$ cat src/rtl/aes_stream_feeder.sv
// Streaming wrapper for aes_core_serial: packs 32-bit words into 128-bit blocks,
// launches them on the core and re-serialises each result onto an output stream.
module aes_stream_feeder #(
    parameter int WAIT_LIMIT = 16,   // must be >= 2
    parameter int CNT_W      = 16
) (
    input  logic             clk,
    input  logic             rst_n,
    input  logic [127:0]     key_in,
    input  logic             s_valid,
    output logic             s_ready,
    input  logic [31:0]      s_data,
    input  logic             s_enc_dec,
    output logic             m_valid,
    input  logic             m_ready,
    output logic [31:0]      m_data,
    output logic             core_start,
    output logic             core_enc_dec,
    output logic [127:0]     core_data_in,
    output logic [127:0]     core_key_in,
    input  logic [127:0]     core_data_out,
    input  logic             core_ready,
    output logic             busy,
    output logic             err,
    output logic [CNT_W-1:0] blocks_done
);

    // state   | meaning
    // IDLE    | waiting for a full ibuf and an idle core
    // LAUNCH  | core_start pulse, block presented from ibuf
    // WAIT_LO | waiting for core_ready to fall (core latched block), timed
    // WAIT_HI | core running, waiting for core_ready to rise
    // CAPTURE | result ready, waiting for obuf to be empty
    typedef enum logic [2:0] {
        IDLE    = 3'd0,
        LAUNCH  = 3'd1,
        WAIT_LO = 3'd2,
        WAIT_HI = 3'd3,
        CAPTURE = 3'd4
    } state_t;

    localparam int TW = $clog2(WAIT_LIMIT + 1);

    state_t             state;
    state_t             state_nxt;
    logic               run;
    logic               ibuf_full;
    logic [1:0]         idx;
    logic [127:0]       ibuf_data;
    logic               ibuf_mode;
    logic               obuf_full;
    logic [1:0]         oidx;
    logic [127:0]       obuf_data;
    logic [TW-1:0]      timer;
    logic [CNT_W-1:0]   done_cnt;
    logic               err_q;
    logic               accept;
    logic               take;
    logic               ib_release;
    logic               ib_drop;
    logic               ob_load;

    // run keeps s_ready low while in reset and rises on the first clock after release
    assign s_ready      = run & ~ibuf_full;
    assign accept       = s_valid & s_ready;
    assign m_valid      = obuf_full;
    assign take         = obuf_full & m_ready;
    assign core_data_in = ibuf_data;
    assign core_enc_dec = ibuf_mode;
    assign core_key_in  = key_in;
    assign err          = err_q;
    assign blocks_done  = done_cnt;
    assign busy         = ibuf_full | obuf_full | (idx != 2'd0) | (state != IDLE);

    always_ff @(posedge clk or negedge rst_n) begin
        if (!rst_n) begin
            state <= IDLE;
        end else begin
            state <= state_nxt;
        end
    end

    always_comb begin
        state_nxt = state;
        case (state)
            IDLE:    if (ibuf_full && core_ready) state_nxt = LAUNCH;
            LAUNCH:  state_nxt = WAIT_LO;
            WAIT_LO: begin
                if (!core_ready)         state_nxt = WAIT_HI;
                else if (timer == '0)    state_nxt = IDLE;
            end
            WAIT_HI: if (core_ready) state_nxt = CAPTURE;
            CAPTURE: if (!obuf_full) state_nxt = IDLE;
            default: state_nxt = IDLE;
        endcase
    end

    always_comb begin
        core_start = 1'b0;
        ib_release = 1'b0;
        ib_drop    = 1'b0;
        ob_load    = 1'b0;
        case (state)
            LAUNCH:  core_start = 1'b1;
            WAIT_LO: begin
                if (!core_ready)      ib_release = 1'b1;
                else if (timer == '0) ib_drop    = 1'b1;
            end
            CAPTURE: ob_load = ~obuf_full;
            default: ;
        endcase
    end

    // Loaded so that err appears exactly WAIT_LIMIT cycles after the start pulse
    always_ff @(posedge clk or negedge rst_n) begin
        if (!rst_n) begin
            timer <= '0;
            err_q <= 1'b0;
        end else begin
            if (state == LAUNCH) begin
                timer <= TW'(WAIT_LIMIT - 2);
            end else if (state == WAIT_LO && timer != '0) begin
                timer <= timer - 1'b1;
            end
            if (ib_drop) begin
                err_q <= 1'b1;
            end
        end
    end

    always_ff @(posedge clk or negedge rst_n) begin
        if (!rst_n) begin
            run       <= 1'b0;
            ibuf_full <= 1'b0;
            idx       <= 2'd0;
            ibuf_data <= '0;
            ibuf_mode <= 1'b0;
        end else begin
            run <= 1'b1;
            if (accept) begin
                case (idx)
                    2'd0:    ibuf_data[127:96] <= s_data;
                    2'd1:    ibuf_data[95:64]  <= s_data;
                    2'd2:    ibuf_data[63:32]  <= s_data;
                    default: ibuf_data[31:0]   <= s_data;
                endcase
                if (idx == 2'd0) begin
                    ibuf_mode <= s_enc_dec;
                end
                if (idx == 2'd3) begin
                    ibuf_full <= 1'b1;
                end
                idx <= idx + 2'd1;
            end else if (ib_release || ib_drop) begin
                ibuf_full <= 1'b0;
            end
        end
    end

    // take and ob_load are exclusive: a capture waits until the last word has left
    always_ff @(posedge clk or negedge rst_n) begin
        if (!rst_n) begin
            obuf_full <= 1'b0;
            oidx      <= 2'd0;
            obuf_data <= '0;
            done_cnt  <= '0;
        end else if (take) begin
            oidx <= oidx + 2'd1;
            if (oidx == 2'd3) begin
                obuf_full <= 1'b0;
                done_cnt  <= done_cnt + 1'b1;
            end
        end else if (ob_load) begin
            obuf_data <= core_data_out;
            obuf_full <= 1'b1;
        end
    end

    always_comb begin
        case (oidx)
            2'd0:    m_data = obuf_data[127:96];
            2'd1:    m_data = obuf_data[95:64];
            2'd2:    m_data = obuf_data[63:32];
            default: m_data = obuf_data[31:0];
        endcase
    end

endmodule

$ cat config.mk
export PLATFORM = sky130hd
export DESIGN_NAME = aes_stream_feeder
export DESIGN_NICKNAME = d
export VERILOG_FILES = /design/src/rtl/aes_stream_feeder.sv
export SDC_FILE = /design/constraint.sdc
export NUM_CORES = 1
export LEC_CHECK = 0
export CAP_MARGIN = 15
export CORE_AREA = 2 2 234 236
export DETAILED_ROUTE_END_ITERATION = 8
export DIE_AREA = 0 0 236 238
export PLACE_DENSITY = 0.62
export SETUP_SLACK_MARGIN = 0.15
export SYNTH_ARGS = -nofsm -noshare
export SYNTH_HDL_FRONTEND = slang
export SYNTH_SLANG_ARGS = --single-unit
$ cat constraint.sdc
create_clock -name clk -period 2.4 [get_ports clk]
set_input_delay 0.48 -clock clk [delete_from_list [all_inputs] [get_ports clk]]
set_output_delay 0.48 -clock clk [all_outputs]
set_load 0.02 [all_outputs]
==> out/metrics.yaml, run 1 <==
cp-start-kind: "flip-flop"
synth_cells: 918
worstPathMaxFanout: 6
critPathTopFamily: "buffers and inverters"
sequential_cell_area_fraction_in_the_yosys_report_pct: 53.89
post_drt_via_cell_ratio: 4.319
final_period_minus_worst_setup_slack_ps: 2589
globalRouteOverflowTotal: 0
mappedNetlistNets: 1223
initial_core_util_pct: 25.09
cpMaxStageDelayCell: "dfrtp_1"
timing.final.ws_setup_ps: -188.9
worst_hold_path_type: "reg -> reg"
crit_path_cell_trace: "inv_2, ha_4, buf_12, buf_16, a222oi_1, mux2i_1, buf_2"
slowest_delay_ps: 390
post_synth_instance_area_um2: 13420
numPortBuffers: 347
core.rowCount: 85
totalPowerFinal_mw: 24.23
synth_largest_area_cell: "dfrtp_1"
worst_ir_drop_vdd_mv: 0.7505
critical_path.n_buffers_inverters: 4
clock_latency_ps: 530
gp_routability_congestion: 0.8303
post_synth.cell_area_avg_um2: 14.62
finalClockSkew_ps: 16.49
synth-edff-count: 0
layout-area-overhead-vs-synth_pct: 35.95
first_iter_violations: 403
floorplan.io_pins: 604
floorplan.die_area_um2: 56170
synth.top_cell.area_share_pct: 53.89
grt_util_all_layers_pct: 13.40
synth.top_cells.by_area: "dfrtp_1, mux2_2, mux2_4, buf_4, mux2i_1"
antenna_violations_before_repair: 7
chipHeight_um: 238
unrepaired_setup_endpoints_after_global_routing: "true"
drive_gt1_share_pct: 35.42
route.final.wire_length_mm: 38.43
detail_route.drc_violations: 0
setup_total_negative_slack_ps: -3778
tritoncts: "done"
root_buffer: "clkbuf_16"
failed_checks: "negative setup slack"
finalNetCount: 1495
slew-limit-headroom_pct: 65.66
clock_buffer_count_from_cts: 37
final-hold-violation-count: 0
synth_warnings: 0
placement.cell_area_um2: 16930
fin_crit_sh_pct: 107.9
die_width_um: 236
critical_path_required_ps: 1920
setup_viol_count_final: 32
worst-endpoint-arrival_ps: 2110
async_reset_ff_share_pct: 100.0
htree_num_levels: 2
place.detailed.hpwl_mm: 28.32
core-area_um2: 53500
synth-main-ff-cell: "dfrtp_1"
largest_net_degree_at_the_start_of_global_routing: 62
ys_seq_elements: 289
powerDensity_nw_per_um2: 1328
post_synth_num_cell_types: 46
antenna_violating_nets_post_route: 0
max_freq_ghz: 0.3863
worst_case_clock_buffer_depth: 3
leakagePower_nw: 7.969
final_max_slew_viol_count: 0
routed_wire_length_per_instance_um: 20.11
timing.max_cap.violations: 0
cts.sinks: 289
worst-slew-pin-transition_ps: 515.1
global_route_wire_length_before_repair_mm: 57.26
via_count: 8254
first_global_vias: 9062
clkTransAtPathRegs_ps: 50
final_design_area_no_fill_um2: 18250
drtPass1Iterations: 9
end_kind: "output port"
worst_setup_path_category: "reg -> out"
outcome: "complete, but fails checks"
sequential cells by signal, summed over array words and instances, names as in the netlist:
signal        count
err               1
run               1
blocks_done      16
oidx              2
timer             5
core_data_in    128
obuf_data       128
m_valid           1
ibuf_full         1
idx               2
core_enc_dec      1
state             3
worst reg2reg max path, delay by kind of cell (launching register included):
kind,cells,cell delay (ps)
buffers and inverters,2,530
DFF,1,460
and+or+nand+nor,3,430
muxes,1,410
cells in the final DEF, fill, tap and decap left out, types with 4 or more instances in the layout:
cell / count
xnor2_1: 12
buf_6: 4
mux2_2: 151
nor2_1: 9
clkbuf_8: 8
buf_12: 15
mux2_4: 108
mux2i_1: 33
clkbuf_16: 41
nand3_1: 9
dfrtp_1: 288
buf_2: 27
clkbuf_1: 6
ha_1: 7
a222oi_1: 32
xor2_1: 6
buf_4: 34
nand2_1: 7
nand2_2: 4
clkinv_2: 6
inv_1: 37
clkdlybuf4s50_1: 311
nand4_1: 5
Yosys cell counts, types with 2 or more instances:
| master | instances |
|---|---|
| a222oi_1 | 32 |
| a311oi_1 | 2 |
| and3_1 | 3 |
| buf_12 | 10 |
| buf_2 | 16 |
| buf_4 | 128 |
| buf_6 | 2 |
| buf_8 | 2 |
| clkbuf_1 | 9 |
| dfrtp_1 | 289 |
| ha_1 | 11 |
| inv_1 | 40 |
| mux2_2 | 151 |
| mux2_4 | 108 |
| mux2i_1 | 33 |
| nand2_1 | 10 |
| nand3_1 | 10 |
| nand4_1 | 5 |
| nor2_1 | 9 |
| nor2_4 | 3 |
| nor2b_1 | 2 |
| nor3_1 | 2 |
| o21ai_0 | 2 |
| xnor2_1 | 12 |
| xor2_1 | 6 |
routing by layer:
metal | track usage (%) | vias to the layer above | routed length (um)
met5 | 0.2597 | - | 30
met4 | 6.408 | 4 | 1609
met3 | 5.345 | 109 | 3685
met2 | 22.52 | 426 | 18530
met1 | 14.79 | 4070 | 14570
li1 | - | 3645 | -
cell families after synthesis:
logic type	synth area share [%]
AOI/OAI and AO/OA	2.928
xor gates and xnor gates	1.175
adders and majority gates	1.026
buffers and inverters	11.01
DFF	53.89
muxes	27.21
other	0.02794
and+or+nand+nor	2.732
layout make-up:
| class | instances | area [um^2] |
|---|---|---|
| inverters | 40 | 150.1 |
| diodes | 1 | 2.502 |
| well taps | 696 | 870.8 |
| clock inverters | 10 | 107.6 |
| fillers | 5228 | 35250 |
| repair buffers | 400 | 4006 |
| clock buffers | 53 | 1109 |
| flip-flops and latches | 289 | 7233 |
| multi-input cells | 422 | 4766 |
path summary, 6_finish.rpt:
check,slack (ps),start,to,cells after the start
max in group asynchronous,1180,rst_n,core_data_in[65]$_DFFE_PN0P_,3
setup reg to reg,470,state[1]$_DFFE_PN0P_,obuf_data[111]$_DFFE_PN0P_,6
min in group asynchronous,490,rst_n,obuf_data[58]$_DFFE_PN0P_,2
setup / recovery,-190,oidx[0]$_DFFE_PN0P_,m_data[17],7
hold / removal,470,blocks_done[15]$_DFFE_PN0P_,blocks_done[15]$_DFFE_PN0P_,1
hold reg to reg,470,blocks_done[15]$_DFFE_PN0P_,blocks_done[15]$_DFFE_PN0P_,1
where the power goes:
group / total (mW) / internal (mW) / switching, mW / leakage [nW]
sequential: 8.26 / 6.91 / 1.35 / 3.63
clock: 5.51 / 3.41 / 2.10 / 0.606
combinational: 10.5 / 5.71 / 4.75 / 3.73
through the flow:
step / hold WS (ps) / setup slack (ps) / util [%] / instances
2_1_floorplan: 184.4 / 451.4 / - / 918
3_3_place_gp: 460.4 / 18.11 / 31.64 / 1833
3_5_place_dp: 464.9 / -101.7 / 31.64 / 1833
4_1_cts: 470.1 / -244.5 / 33.92 / 1906
5_1_grt: 489.5 / -323.0 / 34.11 / 1911
6_report: 467.0 / -188.9 / 34.11 / 1911
what timing repair did:
item | 4_1_cts | 5_1_grt
hold endpoints to repair | 43 | 0
pin swaps | 12 | 6
endpoints found under the setup margin | 36 | 33
hold buffers | 1 | 0
gates resized for setup | 153 | 8
buffers inserted | 7 | 2
gates cloned | 2 | 2
Power figures use the tool's default switching activity.
==> run 2: changes to the inputs <==
--- a/config.mk
+++ b/config.mk
@@ -5,10 +5,11 @@
 export SDC_FILE = /design/constraint.sdc
 export NUM_CORES = 1
 export LEC_CHECK = 0
+export ABC_AREA = 1
 export CAP_MARGIN = 15
-export CORE_AREA = 2 2 234 236
+export CORE_AREA = 2 2 232 234
 export DETAILED_ROUTE_END_ITERATION = 8
-export DIE_AREA = 0 0 236 238
+export DIE_AREA = 0 0 234 236
 export PLACE_DENSITY = 0.62
 export SETUP_SLACK_MARGIN = 0.15
 export SYNTH_ARGS = -nofsm -noshare
==> run 2 against run 1 <==
Effect of this change:
- the run still ends with negative setup slack left
- highest routed layer is now met4
- largest power group unchanged
- worst hold slack better by 1.5 ps
- fmax up 1.2%
- clock power up 1%
- clock-buffer cell count down 1
- cell count up 17%
==> out/metrics.yaml, run 2 <==
detailroute.wirelength.met3_mm: 4.687
layout-area-overhead-vs-synth_pct: 45.94
worst-endpoint-arrival_ps: 2080
numPortBuffers: 347
route.met2.wl_mm: 20.82
globalRouteOverflowTotal: 0
placement.cell_area_um2: 16980
worst_hold_path_type: "reg -> reg"
setup_viol_count_final: 32
finish.utilization_pct: 36.39
drive_gt1_share_pct: 25.60
die_width_um: 234
synth_warnings: 0
routed_wire_length_per_instance_um: 20.17
timing.final.ws_setup_ps: -158.6
top_layer_reached_by_signal_wires: "met4"
post_synth_instance_area_um2: 13230
synth_cells: 1222
async_reset_ff_share_pct: 100.0
powerDensity_nw_per_um2: 1492
core.rowCount: 85
outcome: "complete, but fails checks"
clkTransAtPathRegs_ps: 60
floorplan.io_pins: 604
ys_seq_elements: 289
leakagePower_nw: 8.790
root_buffer: "clkbuf_16"
crit_path_cell_trace: "inv_2, ha_4, buf_12, buf_8, a21oi_2, a31oi_4, buf_6, buf_12"
synth-main-ff-cell: "dfrtp_1"
final_common_cell: "clkdlybuf4s50_1"
detail_route.drc_violations: 0
drtPass1Iterations: 5
finalNetCount: 1811
synth.top_cell.area_share_pct: 54.66
place.detailed.hpwl_mm: 31.23
clock_buffer_count_from_cts: 37
cpMaxStageDelayCell: "dfrtp_1"
final_design_area_no_fill_um2: 19310
largest_net_degree_at_the_start_of_global_routing: 80
initial_core_util_pct: 24.93
synth.top_cells.by_count: "dfrtp_1, nand2_1, o21ai_0"
mappedNetlistNets: 1527
finalClockSkew_ps: 10.57
area_used_by_multi_input_combinational_logic_um2: 5036
gp_routability_congestion: 0.8405
slowest_delay_ps: 400
synth-edff-count: 0
slew-limit-headroom_pct: 52.88
end_kind: "output port"
timing.max_cap.violations: 0
synth.top_cells.by_area: "dfrtp_1, mux2_4, buf_4, nand2_1, o21ai_0"
max_freq_ghz: 0.3908
cts.sinks: 289
tritoncts: "done"
sequential_cell_area_fraction_in_the_yosys_report_pct: 54.66
worstPathMaxFanout: 7
layout.cells.most_common_list: "clkdlybuf4s50_1, dfrtp_1, nand2_1"
fill_cells: 5105
global_route_wire_length_before_repair_mm: 66.13
final-hold-violation-count: 0
area.sequential_um2: 7233
htree_num_levels: 2
critical_path_required_ps: 1920
floorplan.die_area_um2: 55220
worst_setup_path_category: "reg -> out"
via_count: 9960
synthMostInstantiatedCell: "dfrtp_1"
core-area_um2: 53070
failed_checks: "negative setup slack"
first_iter_violations: 512
unrepaired_setup_endpoints_after_global_routing: "true"
post_synth_num_cell_types: 28
post_synth.cell_area_avg_um2: 10.83
cp-start-kind: "flip-flop"
clock_latency_ps: 530
grt_util_all_layers_pct: 15.90
synth_largest_area_cell: "dfrtp_1"
worst_case_clock_buffer_depth: 3
route.final.wire_length_mm: 44.94
final_period_minus_worst_setup_slack_ps: 2559
wirelength_met1_mm: 17.61
worst-slew-pin-transition_ps: 706.8
first_global_vias: 10620
antenna_violations_before_repair: 3
post_drt_via_cell_ratio: 4.470
critPathTopFamily: "buffers and inverters"
critical_path.n_buffers_inverters: 5
worst_ir_drop_vdd_mv: 0.7359
critical-path-top-cell-by-count: "buf_12"
antenna_violating_nets_post_route: 0
fin_crit_sh_pct: 106.6
chipHeight_um: 236
final_max_slew_viol_count: 0
run 2: cell families after synthesis:
group           Yosys count  share of synthesized area [%]
simple gates            331                          10.03
compound gates          205                          8.066
mux                     128                          13.99
other cells               1                        0.02834
buf+inv                 246                          11.46
xor+xnor                 11                         0.7281
fa+ha+maj                11                          1.040
flops                   289                          54.66
run 2: tightest hold or removal path, stage by stage (launching register included):
cell	delay, ps
dfrtp_1	340
inv_1	40
nand2_1	50
run 2: power breakdown:
part	internal (mW)	switching, mW
clock network	3.38	2.20
logic	7.47	6.90
registers	7.16	1.71
run 2: repair_timing:
item | 4_1_cts | 5_1_grt
gates resized for setup | 200 | 67
cloned | 6 | 1
setup endpoints to repair | 36 | 33
buffers inserted | 23 | 1
pin swaps | 34 | 33
hold buffers | 1 | 0
hold endpoints to repair | 65 | 0
run 2: layout make-up:
type | instances | share of cell area (%)
inverters | 62 | 1.257
clock buffers | 52 | 5.618
clock inverters | 12 | 0.6804
diodes | 1 | 0.01296
well taps | 696 | 4.510
repair buffers | 429 | 24.38
flip-flops and latches | 289 | 37.46
multi-input cells | 687 | 26.08
run 2: metrics by stage:
stage	setup WS, ps	TNS (ps)	hold slack, ps	std cells	power [mW]
global placement	132.5	0	457.7	2131	20.85
global route	-249.1	-6215	496.3	2227	30.35
CTS	-257.4	-5789	470.0	2225	28.35
finish	-158.6	-3409	468.5	2228	28.82
detailed placement	61.70	0	455.2	2131	20.99
floorplan	420.5	0	184.4	1222	14.72
run 2: metal layers:
layer	vias up	global-route usage (%)
li1	4464	-
met1	4904	18.74
met2	474	25.30
met3	118	6.516
met4	0	6.943
met5	-	0
run 2: worst paths after layout:
check	from	endpoint	slack [ps]	depth (start not counted)
max	oidx[0]$_DFFE_PN0P_	m_data[17]	-160	8
min in group asynchronous	rst_n	core_data_in[20]$_DFFE_PN0P_	560	2
min reg2reg	err$_DFFE_PN0P_	err$_DFFE_PN0P_	470	2
max reg2reg	state[1]$_DFFE_PN0P_	obuf_data[120]$_DFFE_PN0P_	550	4
max in group asynchronous	rst_n	obuf_data[103]$_DFFE_PN0P_	1090	3
min	err$_DFFE_PN0P_	err$_DFFE_PN0P_	470	2
==> run 3: changes to the inputs <==
--- a/config.mk
+++ b/config.mk
@@ -10,6 +10,7 @@
 export CORE_AREA = 2 2 232 234
 export DETAILED_ROUTE_END_ITERATION = 8
 export DIE_AREA = 0 0 234 236
+export HOLD_SLACK_MARGIN = 0.1
 export PLACE_DENSITY = 0.62
 export SETUP_SLACK_MARGIN = 0.15
 export SYNTH_ARGS = -nofsm -noshare
==> results of run 3 <==
Final layout, timing and power as in run 2 (identical DEF).
